**src/rtl/imem_loader_if.sv**
```systemverilog
// Byte-stream load handshake between the boot host and imem_loader.
// A byte transfers on a rising edge where ld_valid and ld_ready are both high.
interface imem_loader_if;
    logic [7:0] ld_data;
    logic       ld_valid;
    logic       ld_ready;

    modport master (output ld_data, output ld_valid, input ld_ready);
    modport slave  (input ld_data, input ld_valid, output ld_ready);
endinterface

```
**src/rtl/imem_loader.sv**
```systemverilog
// Boot-time instruction RAM and loader: receives length, little-endian words and
// an XOR checksum, then releases the core from reset and serves fetches combinationally.
//
// state    | meaning
// ---------+-----------------------------------------------------------
// LEN_LO   | waiting for word-count low byte
// LEN_HI   | waiting for word-count high byte
// DATA     | assembling 32-bit words, 4 bytes each, into RAM
// CSUM     | waiting for XOR checksum byte
// RUN      | load good, core released (terminal until rst)
// ERROR    | checksum mismatch or RAM overflow (terminal until rst)
module imem_loader #(
    parameter int i_addr_bits = 6
) (
    input  logic                   clk,
    input  logic                   rst,
    imem_loader_if.slave           ld,
    input  logic [i_addr_bits-1:0] i_mem_addr,
    output logic [31:0]            i_mem_data,
    output logic                   core_rst_n,
    output logic                   done,
    output logic                   error,
    output logic [15:0]            words_loaded
);

    localparam int DEPTH = 1 << i_addr_bits;

    typedef enum logic [2:0] {
        S_LEN_LO,
        S_LEN_HI,
        S_DATA,
        S_CSUM,
        S_RUN,
        S_ERROR
    } state_t;

    state_t      r_state;
    state_t      w_state_nxt;
    logic [15:0] r_len;
    logic [1:0]  r_byte_cnt;
    logic [23:0] r_word_buf;
    logic [7:0]  r_csum;
    logic        r_overflow;
    logic [15:0] r_words_loaded;
    logic        r_done;
    logic        r_error;
    logic        r_core_rst_n;
    logic [31:0] r_mem [0:DEPTH-1];

    logic        w_ready;
    logic        w_xfer;
    logic        w_word_done;
    logic        w_room;
    logic        w_mem_we;
    logic [15:0] w_wl_inc;

    always_comb begin
        w_ready = 1'b0;
        case (r_state)
            S_LEN_LO, S_LEN_HI, S_DATA, S_CSUM: w_ready = 1'b1;
            default:                            w_ready = 1'b0;
        endcase
    end

    assign ld.ld_ready  = w_ready;
    assign w_xfer       = ld.ld_valid & w_ready;
    assign w_word_done  = w_xfer && (r_state == S_DATA) && (r_byte_cnt == 2'd3);
    assign w_room       = ({16'd0, r_words_loaded} < 32'(DEPTH));
    assign w_mem_we     = w_word_done && w_room && !rst;
    assign w_wl_inc     = r_words_loaded + 16'd1;

    always_comb begin
        w_state_nxt = r_state;
        case (r_state)
            S_LEN_LO: if (w_xfer) w_state_nxt = S_LEN_HI;
            S_LEN_HI: if (w_xfer) w_state_nxt = ({ld.ld_data, r_len[7:0]} != 16'd0) ? S_DATA : S_CSUM;
            S_DATA:   if (w_word_done && (w_wl_inc == r_len)) w_state_nxt = S_CSUM;
            S_CSUM:   if (w_xfer) w_state_nxt = ((ld.ld_data == r_csum) && !r_overflow) ? S_RUN : S_ERROR;
            S_RUN:    w_state_nxt = S_RUN;
            S_ERROR:  w_state_nxt = S_ERROR;
            default:  w_state_nxt = S_LEN_LO;
        endcase
    end

    always_ff @(posedge clk) begin
        if (rst) begin
            r_state        <= S_LEN_LO;
            r_len          <= 16'd0;
            r_byte_cnt     <= 2'd0;
            r_word_buf     <= 24'd0;
            r_csum         <= 8'd0;
            r_overflow     <= 1'b0;
            r_words_loaded <= 16'd0;
            r_done         <= 1'b0;
            r_error        <= 1'b0;
            r_core_rst_n   <= 1'b0;
        end else begin
            r_state      <= w_state_nxt;
            r_done       <= (w_state_nxt == S_RUN);
            r_error      <= (w_state_nxt == S_ERROR);
            r_core_rst_n <= (w_state_nxt == S_RUN);
            if (w_xfer && (r_state != S_CSUM))
                r_csum <= r_csum ^ ld.ld_data;
            if (w_xfer && (r_state == S_LEN_LO))
                r_len[7:0] <= ld.ld_data;
            if (w_xfer && (r_state == S_LEN_HI))
                r_len[15:8] <= ld.ld_data;
            if (w_xfer && (r_state == S_DATA)) begin
                r_byte_cnt <= r_byte_cnt + 2'd1;
                case (r_byte_cnt)
                    2'd0:    r_word_buf[7:0]   <= ld.ld_data;
                    2'd1:    r_word_buf[15:8]  <= ld.ld_data;
                    2'd2:    r_word_buf[23:16] <= ld.ld_data;
                    default: r_word_buf        <= r_word_buf;
                endcase
            end
            // Words beyond RAM depth are still counted so the host sees how many it sent.
            if (w_word_done) begin
                if (!w_room)
                    r_overflow <= 1'b1;
                if (r_words_loaded != 16'hFFFF)
                    r_words_loaded <= w_wl_inc;
            end
        end
    end

    // RAM has no reset so a prior image survives an aborted reload.
    always_ff @(posedge clk) begin
        if (w_mem_we)
            r_mem[r_words_loaded[i_addr_bits-1:0]] <= {ld.ld_data, r_word_buf};
    end

    assign i_mem_data   = r_mem[i_mem_addr];
    assign core_rst_n   = r_core_rst_n;
    assign done         = r_done;
    assign error        = r_error;
    assign words_loaded = r_words_loaded;

endmodule
```
**src/flat_wrapper.sv**
```systemverilog
// flat-port wrapper written by rule: the top's interface ports become plain ports
module imem_loader_flat 
#(
    parameter int i_addr_bits = 6
)
  (clk, rst, i_mem_addr, i_mem_data, core_rst_n, done, error, words_loaded, ld_ld_data, ld_ld_valid, ld_ld_ready);
  imem_loader_if ld_i ();
  input  logic clk;
  input  logic rst;
  input  logic [i_addr_bits-1:0] i_mem_addr;
  output logic [31:0] i_mem_data;
  output logic core_rst_n;
  output logic done;
  output logic error;
  output logic [15:0] words_loaded;
  input wire logic [$bits(ld_i.ld_data)-1:0] ld_ld_data;
  input wire logic [$bits(ld_i.ld_valid)-1:0] ld_ld_valid;
  output wire logic [$bits(ld_i.ld_ready)-1:0] ld_ld_ready;
  assign ld_i.ld_data = ld_ld_data;
  assign ld_i.ld_valid = ld_ld_valid;
  assign ld_ld_ready = ld_i.ld_ready;
  imem_loader #(.i_addr_bits(i_addr_bits)) u_core (.clk(clk), .rst(rst), .ld(ld_i), .i_mem_addr(i_mem_addr), .i_mem_data(i_mem_data), .core_rst_n(core_rst_n), .done(done), .error(error), .words_loaded(words_loaded));
endmodule
```
**config.mk**
```make
export PLATFORM = sky130hd
export DESIGN_NAME = imem_loader_flat
export DESIGN_NICKNAME = d
export VERILOG_FILES = /design/src/rtl/imem_loader_if.sv /design/src/rtl/imem_loader.sv /design/src/flat_wrapper.sv
export SDC_FILE = /design/constraint.sdc
export NUM_CORES = 2
export LEC_CHECK = 0
export CAP_MARGIN = 20
export CORE_UTILIZATION = 25
export DETAILED_ROUTE_END_ITERATION = 10
export GPL_TIMING_DRIVEN = 1
export PLACE_DENSITY = 0.42
export SKIP_CTS_REPAIR_TIMING = 1
export SLEW_MARGIN = 20
export SYNTH_ARGS = -nofsm -noshare
export SYNTH_HDL_FRONTEND = slang
export SYNTH_SLANG_ARGS = --single-unit
```
**constraint.sdc**
```tcl
create_clock -name clk -period 4.1 [get_ports clk]
set_clock_uncertainty 0.05 [all_clocks]
set_input_delay 0.82 -clock clk [delete_from_list [all_inputs] [get_ports clk]]
set_output_delay 0.82 -clock clk [all_outputs]
set_load 0.02 [all_outputs]
```
==> run metrics <==
outcome complete, but fails checks; violated checks negative setup slack; number of synthesized flops with an enable pin roughly 2000; Routed WL ~240000 µm; ys async rst share 0%; CTS tree done; syn_nets between 3000 and 4000; row cnt 208; number of global-route vias before repair between 40000 and 50000; fill cell count 30970; #FFs+latches synth 2120; Crit Path Class in -> out; Overall Global Routing Usage 14.34%; Core Box Area approximately 320000 µm²; Worst Max-Slew Pin Slew 0.9620 ns; layout cells sized above 1 between 30% and 40%; Critical R2R Launch u_core.words_loaded[6]; Max Cap Viol 0; Yosys cell types a little under 50; dominant synthesized flop cell edfxtp_1; sequential cell area around 63000 µm²; multi-input gate area in the final layout between 15000 and 20000 µm²; peak fanout along the critical path 6; post-DP HPWL 139600 µm; Congestion Overflow GR 0; final worst setup slack -0.002837 ns; overall die height 572.0 µm; Routed wire per std cell approximately 28 µm; power density cells approximately 450 nW/µm²; crit end category output pin; I/O pin cnt around 70; HP Class reg -> reg; synth warn 0; clk root buf clkbuf_16; Die ar. ~330000 µm²; Final #Nets about 4000; leak pwr between 20 and 30 nW; vias post-DR 38490; VDD IR max approximately 0.00045 V; Final Non-Filler Cells 8533; FF-to-FF path depth 8; chip width about 570 µm; Initial Utilization about 25%; Syn Inst Count 3492; H-Tree Depth 4; Tot Pwr around 45 mW; Period minus WS final a little over 4 ns; Setup crit end i_mem_data[2]; Final period util 100.1%; Finished Core Util 31.04%; Setup WS pre-CTS -0.4796 ns; syn_area_per_cell around 23 µm²; pin count of the biggest net entering global routing between 70 and 80; Residual DRC 0; critical path launch point type input port; Sink Count roughly 2100; placed insts between 8000 and 9000; setup_tns -0.002837 ns; worst rel slew slack 35.68%; antenna violations before repair 6; PortBufs between 60 and 70; commonest non-fill, non-tap cell in the layout edfxtp_1; RePlAce Congestion 0.7267; DRT antenna net count 0; Slew Viols, Final 0; reg2reg end u_core.r_mem[53][22]; drt via density 4.511; start point of the critical path i_mem_addr[0]; WP data arrival around 3.2 ns; final setup violation count 1; final hold violations 0; RSZ-0062 raised after global routing true; r2r setup slk 0.99 ns; synthesis-to-layout area growth 23.13%; CTS Buf Count between 200 and 250; Reg clk slew, reported paths 0.06 ns; router iterations before antenna repair 5; clk buf depth 3; most frequent cells in the layout edfxtp_1, mux4_2, clkbuf_16, buf_4, buf_12; worst path required time ~3.2 ns; DRT iter0 DRCs 3300; Seq/Total Area, Yosys a little under 80%; fmax 243.7 MHz; synthesized cell area between 80000 and 90000 µm²; Clock Latency Late Sink roughly 0.86 ns; first-pass GRT wire length approximately 330000 µm
-- flip-flops by register name (all words and copies together), names as in the netlist --
register,count
u_core.done,1
u_core.error,1
u_core.r_byte_cnt,2
u_core.r_csum,8
u_core.r_len,16
u_core.r_mem,2048
u_core.r_overflow,1
u_core.r_state,3
u_core.r_word_buf,24
u_core.words_loaded,16
-- power breakdown --
group	switching, mW	internal [mW]
sequential	0.0366	23.5
clock	8.60	11.1
combinational	1.01	0.860
-- final cells by class --
class	count	share of cell area (%)
sequential	2120	62.96
multi-input combinational	1165	18.05
timing repair buffer	503	6.475
clock buffer	297	6.068
tap	4305	5.385
clock inverter	131	1.026
inverter	7	0.02627
antenna	5	0.01251
-- critical path: stages --
cell and delay, ns:
buf_16 0.16, buf_16 0.19, clkbuf_16 0.18, buf_4 0.11, mux4_2 0.48, mux4_2 0.51
a22oi_1 0.22, buf_4 0.16, nand2_2 0.14, buf_4 0.21
-- layer usage --
layer | vias to the layer above | global-route usage, % | routed length (µm)
li1 | 16020 | - | -
met1 | 21340 | 19.59 | 107400
met2 | 815 | 23.60 | 116200
met3 | 308 | 2.422 | 9213
met4 | 0 | 3.750 | 5833
met5 | - | 0 | 0
-- cells in the mapped netlist, drive strengths merged, types with 3 or more instances --
cell	number	area, µm²
a211oi	3	22.52
a21oi	46	230.2
a22oi	54	405.4
and2	3	18.77
and3	3	18.77
and4	3	26.28
buf	85	483.0
clkbuf	115	431.7
dfxtp	72	1441
edfxtp	2048	61500
ha	5	62.56
inv	7	26.28
mux2	5	56.30
mux2i	7	70.07
mux4	640	14410
nand2	121	454.2
nand3	42	210.2
nand3b	4	30.03
nand4	8	50.05
nor2	103	386.6
nor2b	9	56.30
nor3	10	50.05
nor4	11	83.83
o21ai	11	55.05
or3	3	18.77
xnor2	17	148.9
xor2	31	271.5
-- logic make-up after synthesis --
logic type	count (synthesis)	synth area share (%)
compound gates	130	1.038
xor+xnor	48	0.5175
fa+ha+maj	5	0.07701
buf+inv	207	1.158
flops	2120	77.48
mux	652	17.90
simple gates	330	1.827
-- metrics by stage --
stage	hold slack, ns	instance area [µm²]
floorplan	0.3883	81240
global placement	0.3907	91640
detailed placement	0.3934	91640
CTS	0.4021	98740
global route	0.4201	100000
finish	0.4032	100000
-- worst min-delay path by stage --
| stage | endpoint | cells after the start | from | slack (ns) |
|---|---|---|---|---|
| CTS | u_core.r_word_buf[15] | 2 | u_core.r_word_buf[15] | 0.40 |
| floorplan | u_core.r_overflow | 2 | u_core.r_overflow | 0.39 |
| global placement | u_core.r_word_buf[7] | 2 | u_core.r_word_buf[7] | 0.39 |
| detailed placement | u_core.r_word_buf[15] | 2 | u_core.r_word_buf[15] | 0.39 |
| global route | u_core.r_word_buf[21] | 2 | u_core.r_word_buf[21] | 0.42 |
| finish | u_core.r_word_buf[15] | 2 | u_core.r_word_buf[15] | 0.40 |
Power figures use the tool's default switching activity.
